**config.mk**
```make
export PLATFORM = sky130hd
export DESIGN_NAME = uart_tx_arbiter
export DESIGN_NICKNAME = d
export VERILOG_FILES = /design/src/rtl/uart_tx_arbiter.sv
export SDC_FILE = /design/constraint.sdc
export NUM_CORES = 1
export LEC_CHECK = 0
export BUFFER_PORTS_ARGS = -buffer_cell sky130_fd_sc_hd__buf_2
export CAP_MARGIN = 20
export CORE_AREA = 2 2 64 66
export CTS_BUF_LIST = sky130_fd_sc_hd__clkbuf_4 sky130_fd_sc_hd__clkbuf_8
export CTS_CLUSTER_SIZE = 40
export DETAILED_ROUTE_END_ITERATION = 7
export DIE_AREA = 0 0 66 68
export GPL_TIMING_DRIVEN = 0
export PLACE_DENSITY_LB_ADDON = 0.2
export SYNTH_ARGS = -nofsm -noshare
export SYNTH_HDL_FRONTEND = slang
export SYNTH_SLANG_ARGS = --single-unit
export TNS_END_PERCENT = 100
```
**constraint.sdc**
```tcl
create_clock -name clk -period 1.8 [get_ports clk]
set_clock_uncertainty 0.05 [all_clocks]
set_input_delay 0.27 -clock clk [delete_from_list [all_inputs] [get_ports clk]]
set_output_delay 0.27 -clock clk [all_outputs]
set_load 0.05 [all_outputs]
```
**src/rtl/uart_tx_arbiter.sv**
```systemverilog
// Round-robin arbiter sharing one UART transmit shifter among NUM_REQ byte producers.
// Define UART_ARB_PREFIX_EN to send a PREFIX_BASE+channel byte ahead of each fresh grant.
module uart_tx_arbiter #(
  parameter int               NUM_REQ     = 4,
  parameter int               WIDTH       = 8,
  parameter int               SYNC_STAGES = 2,
  parameter logic [WIDTH-1:0] PREFIX_BASE = 8'h30
) (
  input  logic                     clk,
  input  logic                     rst,
  input  logic [NUM_REQ-1:0]       req,
  input  logic [NUM_REQ*WIDTH-1:0] data,
  input  logic [NUM_REQ-1:0]       lock,
  output logic [NUM_REQ-1:0]       ack,
  output logic [NUM_REQ-1:0]       grant,
  output logic                     tx_start,
  output logic [WIDTH-1:0]         tx_char,
  input  logic                     tx_rdy,
  output logic                     busy
);

  localparam int IDX_W = (NUM_REQ > 1) ? $clog2(NUM_REQ) : 1;

  if (NUM_REQ < 2 || NUM_REQ > 8) begin : g_bad_num_req
    $error("uart_tx_arbiter: NUM_REQ must be in 2..8");
  end
  if (SYNC_STAGES < 1) begin : g_bad_sync
    $error("uart_tx_arbiter: SYNC_STAGES must be at least 1");
  end
  if (int'(PREFIX_BASE) + NUM_REQ > (1 << WIDTH)) begin : g_bad_prefix
    $error("uart_tx_arbiter: PREFIX_BASE + NUM_REQ overflows WIDTH");
  end

`ifdef UART_ARB_PREFIX_EN
  typedef enum logic [2:0] {IDLE, PSEND, PWAIT, SEND, WAIT} state_t;
  logic [WIDTH-1:0] hold_reg;
`else
  typedef enum logic [1:0] {IDLE, SEND, WAIT} state_t;
`endif

  state_t                 state_reg;
  logic [NUM_REQ-1:0]     ack_reg;
  logic [NUM_REQ-1:0]     grant_reg;
  logic                   tx_start_reg;
  logic [WIDTH-1:0]       tx_char_reg;
  logic [IDX_W-1:0]       ptr_reg;
  logic [IDX_W-1:0]       owner_reg;
  logic [SYNC_STAGES-1:0] rdy_sync_reg;
  logic [SYNC_STAGES-1:0] rdy_sync_next;
  logic [SYNC_STAGES-1:0] primed_reg;
  logic [SYNC_STAGES-1:0] primed_next;
  logic                   rdy_s;
  logic                   primed;

  logic [WIDTH-1:0]       data_arr [NUM_REQ];
  logic [IDX_W-1:0]       winner;
  logic [IDX_W-1:0]       cand;
  logic                   found;
  logic [NUM_REQ-1:0]     win_onehot;
  logic [IDX_W-1:0]       ptr_next;

  genvar gi;
  generate
    for (gi = 0; gi < NUM_REQ; gi++) begin : g_unpack
      assign data_arr[gi] = data[gi*WIDTH +: WIDTH];
    end
  endgenerate

  // The synchronizer resets to "idle line", so its output is not trusted until
  // SYNC_STAGES real samples of tx_rdy have shifted through; primed tracks that.
  always_comb begin
    rdy_sync_next    = rdy_sync_reg << 1;
    rdy_sync_next[0] = tx_rdy;
    primed_next      = primed_reg << 1;
    primed_next[0]   = 1'b1;
  end

  assign rdy_s  = rdy_sync_reg[SYNC_STAGES-1];
  assign primed = primed_reg[SYNC_STAGES-1];

  always_comb begin
    winner = '0;
    cand   = '0;
    found  = 1'b0;
    for (int i = 0; i < NUM_REQ; i++) begin
      cand = IDX_W'((int'(ptr_reg) + i) % NUM_REQ);
      if (!found && req[cand]) begin
        found  = 1'b1;
        winner = cand;
      end
    end
  end

  assign win_onehot = NUM_REQ'(1) << winner;
  assign ptr_next   = IDX_W'((int'(owner_reg) + 1) % NUM_REQ);

  always_ff @(posedge clk or posedge rst) begin
    if (rst) begin
      state_reg    <= IDLE;
      ack_reg      <= '0;
      grant_reg    <= '0;
      tx_start_reg <= 1'b0;
      tx_char_reg  <= '0;
      ptr_reg      <= '0;
      owner_reg    <= '0;
      rdy_sync_reg <= '1;
      primed_reg   <= '0;
`ifdef UART_ARB_PREFIX_EN
      hold_reg     <= '0;
`endif
    end else begin
      rdy_sync_reg <= rdy_sync_next;
      primed_reg   <= primed_next;
      ack_reg      <= '0;
      case (state_reg)
        IDLE: begin
          if (primed && rdy_s && found) begin
            owner_reg    <= winner;
            grant_reg    <= win_onehot;
            ack_reg      <= win_onehot;
            tx_start_reg <= 1'b1;
`ifdef UART_ARB_PREFIX_EN
            hold_reg     <= data_arr[winner];
            tx_char_reg  <= PREFIX_BASE + WIDTH'(winner);
            state_reg    <= PSEND;
`else
            tx_char_reg  <= data_arr[winner];
            state_reg    <= SEND;
`endif
          end
        end
`ifdef UART_ARB_PREFIX_EN
        PSEND: begin
          if (!rdy_s) begin
            tx_start_reg <= 1'b0;
            state_reg    <= PWAIT;
          end
        end
        PWAIT: begin
          if (rdy_s) begin
            tx_char_reg  <= hold_reg;
            tx_start_reg <= 1'b1;
            state_reg    <= SEND;
          end
        end
`endif
        SEND: begin
          if (!rdy_s) begin
            tx_start_reg <= 1'b0;
            state_reg    <= WAIT;
          end
        end
        WAIT: begin
          if (rdy_s) begin
            // A locked owner that still requests keeps the grant without arbitration.
            if (lock[owner_reg] && req[owner_reg]) begin
              tx_char_reg  <= data_arr[owner_reg];
              ack_reg      <= grant_reg;
              tx_start_reg <= 1'b1;
              state_reg    <= SEND;
            end else begin
              grant_reg <= '0;
              ptr_reg   <= ptr_next;
              state_reg <= IDLE;
            end
          end
        end
        default: state_reg <= IDLE;
      endcase
    end
  end

  assign ack      = ack_reg;
  assign grant    = grant_reg;
  assign tx_start = tx_start_reg;
  assign tx_char  = tx_char_reg;
  assign busy     = (state_reg != IDLE);

endmodule

```
; After elaboration in Yosys (flattened, before gate mapping)
; Cells that the tools add are included.
[word_totals]
input_bits = 43
regBits = 27
[classes]
n_lt_le_gt_ge = 7
reduce_logical = 19
eq_ne = 6
mux = 47
bitwise_logic = 3
add_sub_neg = 4
shifts = 1
[op_table]
columns = op, n
row1 = 2-to-1 mux 8 bit, 7
row2 = binary-select mux 8 bit (select 2 bit), 2
row3 = 2-to-1 mux 4 bit, 5
row4 = case mux 4 bit (2 select lines), 2
row5 = case mux 8 bit (2 select lines), 1
row6 = "less-than comparator 2 x 3 -> 1 bit, second input constant", 5
row7 = 2-to-1 mux 1 bit, 15
row8 = 2-to-1 mux 2 bit, 7
row9 = binary-select mux 1 bit (select 2 bit), 6
row10 = AND reduction 3 bit, 3
row11 = "!= test 2 bit, second input constant", 4
row12 = "greater-or-equal comparator 3 bit, second input constant", 2
row13 = logical AND 1 bit, 6
row14 = inverter 2 -> 3 bit, 2
row15 = case mux 2 bit (3 select lines), 1
row16 = AND reduction 5 bit, 1
row17 = "adder 2 x 1 -> 2 bit, second input constant", 2
row18 = "adder 2 bit, second input constant", 2
row19 = AND reduction 4 bit, 1
row20 = nonzero test 2 bit, 2
row21 = "left shift 1 x 2 -> 4 bit, first input constant", 1
row22 = zero test 1 bit, 3
row23 = case mux 1 bit (3 select lines), 1
row24 = nonzero test 3 bit, 1
row25 = 5 further kinds, 5

; Depth between registers and ports, before layout
; Gate-level depths: netlist (run 1).
[depth]
ltp_word = 18
ltp_mapped = 7
depth_no_buf = 6

; Worst setup path after synthesis (run 1)
; Ideal clock, no wire load.
[synth_timing]
kind = flip-flop to flip-flop
from = reg ptr_reg[1]
to = reg tx_char_reg[1] (netlist: tx_char[1])
path_slack_ps = 99
period_less_slack_ps = 1701
path_stages_with_launch = 8
arrival_time_ps = 1530
setup_ps = 121
path_cell_list = dfrtp_1 -> clkbuf_1 -> a21oi_1 -> a211o_1 -> buf_4 -> mux2i_1 -> o21ai_0 -> a22o_1
[synth_via]
elab_chain_len = 18
word_cells_on_any_way = 34
classes_between = add/sub (3) / eq/ne (1) / mux (21) / bitwise (1) / reduce/logical (8)
[synth_rtl]
columns = item, line_no
row1 = from (decl), 46  ; logic [IDX_W-1:0] ptr_reg;
row2 = from (signal assigned), 163  ; ptr_reg <= ptr_next;
row3 = "parallel branches: the longest is 18 deep, another holds adder 2 x 1 -> 2 bit", --
row4 = to (signal assigned), 127  ; tx_char_reg <= data_arr[winner];
row5 = to (signal assigned), 157  ; tx_char_reg <= data_arr[owner_reg];
row6 = to (decl), 45  ; logic [WIDTH-1:0] tx_char_reg;
; Parallel ways; which one is timed is not known. The select of a mux whose other input is x is not followed.
; A chain may end at the register's enable or synchronous reset.

; Worst setup path in the final report (run 1)
[layout_timing]
from = reg owner_reg[1]
to = reg tx_char_reg[2] (netlist: tx_char[2])
[layout_via]
elab_chain_len = 7
word_cells_on_any_way = 14
classes_between = eq/ne (1) / mux (10) / bitwise (1) / reduce/logical (2)
[layout_rtl]
columns = item, line_no
row1 = from (decl), 47  ; logic [IDX_W-1:0] owner_reg;
row2 = from (signal assigned), 118  ; owner_reg <= winner;
row3 = inverter 2 -> 3 bit (implied by the code), 157
row4 = binary-select mux 8 bit (select 2 bit), 157
row5 = 2-to-1 mux 8 bit (implied by the code) (2 in series), 157
row6 = 2-to-1 mux 8 bit, 156  ; if (lock[owner_reg] && req[owner_reg]) begin
row7 = 2-to-1 mux 8 bit, 154  ; if (rdy_s) begin
row8 = case mux 8 bit (2 select lines), 115  ; case (state_reg)
; Parallel ways exist; a longest one is shown, timed or not. The select of a mux whose other input is x is not followed.

==> run metrics, run 1 <==
top-area cell type share of the netlist area=37.0%; utilization after layout=59.5%; CP Class=reg2reg; first-pass GRT wire length=6900 um; post-DR vias/cell=5.58; clock network power share=10.7%; peak supply drop=796 uV; syn_area_per_cell=9.82 um^2; Die Y=68 um; asr flop ratio synth=100%; core area=3860 um^2; drt first pass iters=4; drt wl/cell=15.5 um; switching share of power=47.0%; GRT Total Usage=20.2%; pre-CTS setup slack=-0.340 ns; Critical R2R Launch=owner_reg[1]; ANT nets after route=0; P_sw=1.55 mW; multi-input logic area=1030 um^2; placer congestion estimate=0.788; Area growth syn-to-layout=35.9%; Synth area leader=dfrtp_1; Seq cells post-synth=27; DRC viols=0; ANT cells=0; DP Area=2050 um^2; Max Freq=0.572 GHz; largest net degree at the start of global routing=28; CTS sink cnt=27; Worst-Skew Late Latency=0.27 ns; fill count=366; via total after detailed routing=1,652; final setup fails=0; Tcrit/Tclk final=97.1%; die area=4490 um^2; Finished Cell Area=2290 um^2; gr ovfl total=0; top cells by area, synth=dfrtp_1, mux4_2, nand2_1, a22o_1, mux2i_1; Crit path max-delay family=multiplexers; CP max stage delay=0.54 ns; Post-synth EDFFs=0; Fin Hold WS=0.0375 ns; Syn. warnings=0; final hold violation count=0; Net count, final=290; Arr. time, crit path=1.85 ns; Synth Flop Type=dfrtp_1; synthesized area=1690 um^2; min setup slack post-route=0.0515 ns; Post-Route WL=4590 um; Port-buffer cells=60; Critical Path Sink=tx_char[2]; Slew @ Worst Pin=0.563 ns; cell count after synthesis=172; FF+latch area=679 um^2; register-to-register setup slack=0.05 ns; sequential share of the synthesized area=40.1%; Period minus WS final=1.75 ns; CTS H-tree lvls=1; status=completed; Max-Cap Viols=0; Cell variety after synth=36; io pins=61; Worst slew margin=62.5%; Clock Root Buffer=clkbuf_8; register share of total power=29.0%; critical path cell sequence=mux4_2 > nand2_2 > nand3_4 > buf_6 > a31oi_4 > a32oi_1; Crit path required time=1.90 ns; combinational power share=60.3%; hpwl dp=3260 um; CP startpoint=owner_reg[1]; clk slew on worst S/H paths=0.10 ns; number of global-route vias before repair=1,474; Pint=1.74 mW; initial antenna violation count=0; initial core utilization=43.8%; RSZ-0062 raised after global routing=no; most frequent cell after synthesis=dfrtp_1; pwr dens=1430 nW/um^2; Post-synth top cells=dfrtp_1, nand2_1, nor2_1; Leak=1.14 nW; Worst Path Buf+Inv=1; FF-to-FF path depth=6; initial DRC count=65; R2R Path End=tx_char[2]; Design Power=3.29 mW; CTS tree=built; Bufs on Longest Clock Path=2; crit path launch type=register; TritonCTS Buffers=3; critical path's slowest cell=mux4_2; Levels on crit path=6; share of cells above drive strength 1=42.7%; Synthesized Nets=215; CP endpoint kind=register; final slew viol count=0; hold crit path type=in2reg; die width=66 um; row count=23; critical-path maximum fanout=6; Largest register FFs=8
-- cell families after synthesis --
group	synth area share (%)
other	0.222
buffers and inverters	3.63
DFF	40.1
xor gates and xnor gates	0.519
and+or+nand+nor	17.9
muxes	17.5
AOI/OAI and AO/OA	20.1
-- layer usage --
layer	up-vias	GRT usage [%]	part of all wire, %
met4	0	7.40	1.6
met2	65	31.6	48
met5	-	0	0
met1	792	28.8	44
li1	787	-	-
met3	8	2.96	6.4
-- worst min-delay path by stage --
stage / start / to / slack (ns) / depth (start not counted)
2_1_floorplan: tx_rdy / rdy_sync_reg[0] / 0.22 / 0
3_3_place_gp: primed_reg[0] / primed_reg[1] / 0.28 / 0
3_5_place_dp: primed_reg[0] / primed_reg[1] / 0.30 / 0
4_1_cts: tx_rdy / rdy_sync_reg[0] / 0.03 / 1
5_1_grt: tx_rdy / rdy_sync_reg[0] / 0.03 / 1
6_report: tx_rdy / rdy_sync_reg[0] / 0.04 / 1
-- area by class of cell --
| cell class | count | area share, % |
|---|---|---|
| Inverter | 5 | 0.818 |
| Clock inverter | 1 | 0.327 |
| Sequential cell | 27 | 29.6 |
| Buffer | 7 | 2.18 |
| Tap cell | 50 | 2.73 |
| Clock buffer | 3 | 1.80 |
| Timing Repair Buffer | 71 | 17.6 |
| Multi-Input combinational cell | 132 | 44.9 |
-- power by group through the flow --
| stage | Clock [mW] | Combinational, mW | Sequential [mW] |
|---|---|---|---|
| after floorplan | 0 | 0.892 | 1.39 |
| after global placement | 0 | 1.77 | 0.930 |
| after detailed placement | 0 | 1.78 | 0.929 |
| after CTS | 0.359 | 1.90 | 0.941 |
| after global routing | 0.379 | 2.11 | 0.984 |
| final | 0.353 | 1.98 | 0.953 |
-- what timing repair did --
item,CTS,global route
pin swaps,1,5
resized for setup,11,12
hold buffers,0,1
endpoints found under the setup margin,15,10
hold endpoints to repair,0,2
buffers inserted,7,0
cloned,2,0
-- per-stage QoR --
stage	cells	TNS, ns
final	296	0
after detailed placement	282	-2.85
after global routing	296	0
after floorplan	172	0
after CTS	294	0
after global placement	282	-3.09
-- layout by cell type (no fill, tap or decap), types with 4 or more instances in the layout --
cell type	instances
a21o_1	4
a21oi_1	7
a221oi_1	5
a22o_1	8
buf_2	62
buf_4	6
buf_6	4
dfrtp_1	24
inv_1	5
mux2i_1	7
mux4_2	9
nand2_1	23
nand2b_1	6
nand3_1	5
nor2_1	15
o21ai_0	10
-- worst reg2reg max path, stage by stage, from the launching register on --
cell     delay, ns
dfrtp_1       0.40
mux4_2        0.54
nand2_2       0.12
nand3_4       0.11
buf_6         0.17
a31oi_4       0.13
a32oi_1       0.12
No activity file was read; power rests on OpenSTA's default activity.
==> run 2: changes to the inputs <==
--- a/config.mk
+++ b/config.mk
@@ -7,11 +7,11 @@
 export LEC_CHECK = 0
 export BUFFER_PORTS_ARGS = -buffer_cell sky130_fd_sc_hd__buf_2
 export CAP_MARGIN = 20
-export CORE_AREA = 2 2 64 66
+export CORE_AREA = 2 2 59 61
 export CTS_BUF_LIST = sky130_fd_sc_hd__clkbuf_4 sky130_fd_sc_hd__clkbuf_8
 export CTS_CLUSTER_SIZE = 40
 export DETAILED_ROUTE_END_ITERATION = 7
-export DIE_AREA = 0 0 66 68
+export DIE_AREA = 0 0 61 63
 export GPL_TIMING_DRIVEN = 0
 export PLACE_DENSITY_LB_ADDON = 0.2
 export SYNTH_ARGS = -nofsm -noshare
==> constraint.sdc (replaced) <==
create_clock -name clk -period 2.25 [get_ports clk]
set_clock_uncertainty 0.05 [all_clocks]
set_input_delay 0.3375 -clock clk [delete_from_list [all_inputs] [get_ports clk]]
set_output_delay 0.3375 -clock clk [all_outputs]
set_load 0.05 [all_outputs]
==> run metrics, run 2 (same netlist as run 1, synthesis figures left out) <==
drt first pass iters=4; register-to-register setup slack=0.28 ns; crit path launch type=register; commonest non-fill, non-tap cells in the layout=buf_2, dfrtp_1, nand2_1, nor2_1, o21ai_0; die width=61 um; Max Freq=0.508 GHz; gr ovfl total=0; most common cell after layout, fill and taps aside=buf_2; Total Neg Setup Slack=0 ns; Net count, final=283; clk slew on worst S/H paths=0.16 ns; Crit path required time=2.45 ns; CTS tree=built; number of global-route vias before repair=1,434; GR Layer Usage met1=33.2%; Critical R2R Launch=ptr_reg[1]; die area=3840 um^2; initial DRC count=95; GRT Total Usage=22.8%; P_sw=1.17 mW; io pins=61; critical path's slowest cell=a211o_1; Worst slew margin=58.0%; Area growth syn-to-layout=26.1%; placer congestion estimate=0.839; register share of total power=30.8%; Tcrit/Tclk final=87.5%; Post-CTS Setup Repair Bufs=0; Worst-Skew Late Latency=0.35 ns; Port-buffer cells=60; DRC viols=0; hold path depth=4; HP Start=data[13]; CTS H-tree lvls=1; Die Y=63 um; initial core utilization=52.3%; CP endpoint kind=register; hpwl dp=3130 um; met3 usage=3.11%; switching share of power=48.9%; post-DR vias/cell=5.62; endpoint of the worst hold path=tx_char[5]; first-pass GRT wire length=6530 um; Pint=1.22 mW; clock network power share=9.5%; ANT nets after route=0; Arr. time, crit path=2.17 ns; ANT cells=0; critical-path maximum fanout=10; row count=21; Crit path max-delay family=compound AO/OA/AOI/OAI gates; drt wl/cell=15.0 um; combinational power share=59.7%; Worst Path Buf+Inv=2; Period minus WS final=1.97 ns; Slew @ Worst Pin=0.622 ns; largest net degree at the start of global routing=28; FF-to-FF path depth=7; Clock Root Buffer=clkbuf_4; CP max stage delay=0.38 ns; status=completed; Post-Route WL=4290 um; CTS sink cnt=27; TritonCTS Buffers=3; hold crit path type=in2reg; final hold violation count=0; initial antenna violation count=0; peak supply drop=589 uV; R2R Path End=tx_char[3]; utilization after layout=65.9%; final setup fails=0; GRT busiest layer=met2; met2 Use GR=34.5%; Max-Cap Viols=0; critical path cell sequence=clkbuf_1 > a21oi_1 > a211o_1 > buf_4 > mux2i_1 > o21ai_0 > a22o_1; pwr dens=1120 nW/um^2; CP Class=reg2reg; RSZ-0062 raised after global routing=no; Leak=1.06 nW; final slew viol count=0; Bufs on Longest Clock Path=2; Largest register FFs=8; share of cells above drive strength 1=35.6%; via total after detailed routing=1,602; core area=3230 um^2
[run 2: cell count changes in the layout (fill, tap and decap cells not counted), sizes merged]
cell         change
buf              -9
clkbuf           +1
dlygate4sd3      +1
[run 2: power by group through the flow]
stage	sequential, mW	combinational [mW]	clock (mW)
after CTS	0.737	1.41	0.227
after global placement	0.746	1.40	0
final	0.738	1.43	0.228
after global routing	0.755	1.53	0.248
after detailed placement	0.743	1.41	0
after floorplan	1.11	0.714	0
[run 2: per-stage QoR]
stage / instances / cell area (um^2) / hold WS [ns] / worst slack (ns) / power [mW]
3_3_place_gp: 278 / 2050 / 0.286 / 0.164 / 2.14
2_1_floorplan: 172 / 1690 / 0.281 / 0.549 / 1.82
5_1_grt: 285 / 2130 / 0.326 / 0.105 / 2.54
4_1_cts: 282 / 2080 / 0.00982 / 0.0848 / 2.38
6_report: 285 / 2130 / 0.315 / 0.281 / 2.39
3_5_place_dp: 278 / 2050 / 0.296 / 0.114 / 2.16
[run 2: worst register-to-register path: stages, from the launching register on]
cell and delay (ns):
dfrtp_1 0.35, clkbuf_1 0.32, a21oi_1 0.07, a211o_1 0.38, buf_4 0.23, mux2i_1 0.15
o21ai_0 0.10, a22o_1 0.21
[run 2: worst max-delay path by stage]
stage                    start         end  cells after the start
finish              ptr_reg[1]  tx_char[3]                      7
global route        ptr_reg[1]  tx_char[3]                      7
CTS                 ptr_reg[1]  tx_char[3]                      5
detailed placement  ptr_reg[1]  tx_char[7]                      5
global placement        req[0]  tx_char[2]                      7
floorplan           ptr_reg[1]  tx_char[1]                      7
[run 2: cell type report]
cell class / instances / area [um^2]
fillers: 293 / 1100
multi-input cells: 132 / 956
clock buffers: 3 / 22.5
plain buffers: 8 / 42.5
clock inverters: 1 / 7.51
repair buffers: 63 / 348
inverters: 5 / 18.8
flip-flops and latches: 27 / 678
well taps: 46 / 57.6
[run 2: repair_timing]
item	in CTS	in global routing
hold buffers	0	2
hold endpoints to repair	0	9
gates resized for setup	0	3
setup endpoints to repair	0	5
[run 2: metal layers]
metal	vias up	share of wire, %
li1	768	-
met5	-	0
met4	0	1.9
met1	768	44
met2	59	48
met3	7	6.1
==> run 3: changes to the inputs <==
--- a/config.mk
+++ b/config.mk
@@ -5,13 +5,14 @@
 export SDC_FILE = /design/constraint.sdc
 export NUM_CORES = 1
 export LEC_CHECK = 0
+export ABC_AREA = 1
 export BUFFER_PORTS_ARGS = -buffer_cell sky130_fd_sc_hd__buf_2
 export CAP_MARGIN = 20
-export CORE_AREA = 2 2 59 61
+export CORE_AREA = 2 2 63 65
 export CTS_BUF_LIST = sky130_fd_sc_hd__clkbuf_4 sky130_fd_sc_hd__clkbuf_8
 export CTS_CLUSTER_SIZE = 40
 export DETAILED_ROUTE_END_ITERATION = 7
-export DIE_AREA = 0 0 61 63
+export DIE_AREA = 0 0 65 67
 export GPL_TIMING_DRIVEN = 0
 export PLACE_DENSITY_LB_ADDON = 0.2
 export SYNTH_ARGS = -nofsm -noshare
==> run metrics, run 3 <==
register-to-register setup slack=0.22 ns; pwr dens=1610 nW/um^2; RSZ-0062 raised after global routing=no; Area growth syn-to-layout=21.9%; Cell variety after synth=32; synthesized area=2040 um^2; DRC viols=0; Design Power=4.00 mW; first-pass GRT wire length=8780 um; GRT Total Usage=25.6%; ANT nets after route=0; die area=4360 um^2; hold path depth=1; largest family of logic cells by synthesized area=simple AND/OR/NAND/NOR gates; Post-synth EDFFs=0; Seq cells post-synth=27; peak supply drop=770 uV; top-area cell type share of the netlist area=30.7%; post-DR vias/cell=5.32; Bufs on Longest Clock Path=2; Slew @ Worst Pin=0.514 ns; number of global-route vias before repair=2,012; crit path launch type=register; io pins=61; commonest non-fill, non-tap cells in the layout=nand2_1, buf_2, nand3_1, nor2_1, dfrtp_1; ANT cells=0; Max-Cap Viols=0; initial DRC count=150; Synth Area in XOR/XNOR=0%; most common cell after layout, fill and taps aside=nand2_1; row count=22; placer congestion estimate=0.904; Worst slew margin=65.7%; final setup fails=0; largest net degree at the start of global routing=28; sequential share of the synthesized area=33.2%; Period minus WS final=2.03 ns; syn_area_per_cell=6.63 um^2; GRT busiest layer=met2; Total Neg Setup Slack=0 ns; mux share of post-synthesis cell area=0%; clk slew on worst S/H paths=0.09 ns; R2R Path End=state_reg[0]; TritonCTS Buffers=3; min setup slack post-route=0.218 ns; status=completed; multi-input logic area=1210 um^2; Synthesized Nets=351; met3 usage=3.38%; hpwl dp=3910 um; Post-Route WL=5210 um; compound-cell area share of the yosys netlist=11.7%; initial antenna violation count=0; asr flop ratio synth=100%; CTS sink cnt=27; Largest register FFs=8; cell count after synthesis=308; non-filler cells, final=422; die width=65 um; simple-gate share of the synthesized area=47.3%; final hold violation count=0; Arr. time, crit path=2.13 ns; CTS H-tree lvls=1; GR Layer Usage met1=34.6%; hold crit path type=in2reg; initial core utilization=56.6%; Max Freq=0.492 GHz; Synth Area in Adders=0%; core area=3610 um^2; dpl cells=416; Leak=1.40 nW; FF-to-FF path depth=8; CP startpoint=owner_reg[0]; Tcrit/Tclk final=90.3%; Post-synth top cells=nand2_1, nand3_1, dfrtp_1, nor2_1, o21ai_0; critical-path maximum fanout=10; CP endpoint kind=register; share of cells above drive strength 1=27.8%; most frequent cell after synthesis=nand2_1; met2 Use GR=44.6%; Synth Flop Type=dfrtp_1; gr ovfl total=0; fill count=344; Port-buffer cells=60; final slew viol count=0; CTS tree=built; Syn. warnings=0; Critical R2R Launch=owner_reg[0]; FF+latch area=678 um^2; Net count, final=418; drt first pass iters=5; Fin Hold WS=0.116 ns; drt wl/cell=12.4 um; Synth area leader=dfrtp_1; Worst-Skew Late Latency=0.27 ns; Crit path required time=2.35 ns; HP Start=tx_rdy; via total after detailed routing=2,245; endpoint of the worst hold path=rdy_sync_reg[0]; top cells by area, synth=dfrtp_1, nand2_1, nand3_1, o21ai_0, nor2_1; pre-CTS setup slack=0.186 ns; CP Class=reg2reg; Clock Root Buffer=clkbuf_8; Die Y=67 um
## run 3: cell count changes after synthesis, moves of 5 or more
cell / previous run / this run
nand3_1: 5 / 50
mux4_2: 9 / 0
nand2b_1: 9 / 0
a22o_1: 8 / 0
nand2_2: 1 / 14
mux2i_1: 7 / 0
inv_2: 0 / 5
nand2_1: 23 / 109
a221oi_1: 6 / 0
inv_1: 5 / 13
o21ai_0: 14 / 20
a211oi_1: 0 / 8
nor2_1: 15 / 25
## run 3: timing repair
action                                  4_1_cts  5_1_grt
endpoints found under the setup margin        0       10
hold endpoints to repair                      0        1
setup buffers                                 0        0
gates resized for setup                       0        2
hold buffers                                  0        1
## run 3: area by class of cell
| cell class | instances | area share [%] |
|---|---|---|
| Tap cell | 48 | 2.41 |
| Sequential cell | 27 | 27.2 |
| Clock buffer | 4 | 1.96 |
| Multi-Input combinational cell | 250 | 48.5 |
| Inverter | 19 | 2.87 |
| Buffer | 12 | 3.42 |
| Timing Repair Buffer | 62 | 13.6 |
## run 3: kinds of logic (layout without fill, tap and decap cells)
family                 count (synthesis)  count (layout)
AOI/OAI and AO/OA                     39              39
buffers and inverters                 31              97
DFF                                   27              27
other                                  1               1
and+or+nand+nor                      210             210
## run 3: worst max path at each step
| stage | cells past startpoint | endpoint |
|---|---|---|
| floorplan | 16 | tx_char[0] |
| global placement | 8 | state_reg[0] |
| detailed placement | 8 | state_reg[0] |
| CTS | 8 | state_reg[0] |
| global route | 9 | tx_char[2] |
| finish | 8 | state_reg[0] |
## run 3: power by group
part / internal [mW] / switching, mW
clock: 0.139 / 0.138
combinational: 0.919 / 2.06
sequential: 0.651 / 0.0924
total: 1.71 / 2.29
## run 3: critical path, cell delays in order (launching register included)
cell and delay [ns]:
dfrtp_1 0.38, clkbuf_1 0.25, nand2_1 0.18, nor2_1 0.06
a41oi_1 0.15, nand2_1 0.22, o21ai_4 0.36, buf_6 0.19
o21ai_1 0.07
## run 3: metal layers
metal,up-vias,wire [um]
met5,-,0
li1,1145,-
met2,79,2570
met1,1017,2300
met3,4,318
met4,0,31
## run 3: through the flow
step | area (um^2) | util [%]
global placement | 2400 | 66.6
CTS | 2450 | 67.9
detailed placement | 2400 | 66.6
floorplan | 2040 | -
global route | 2490 | 69.0
finish | 2490 | 69.0
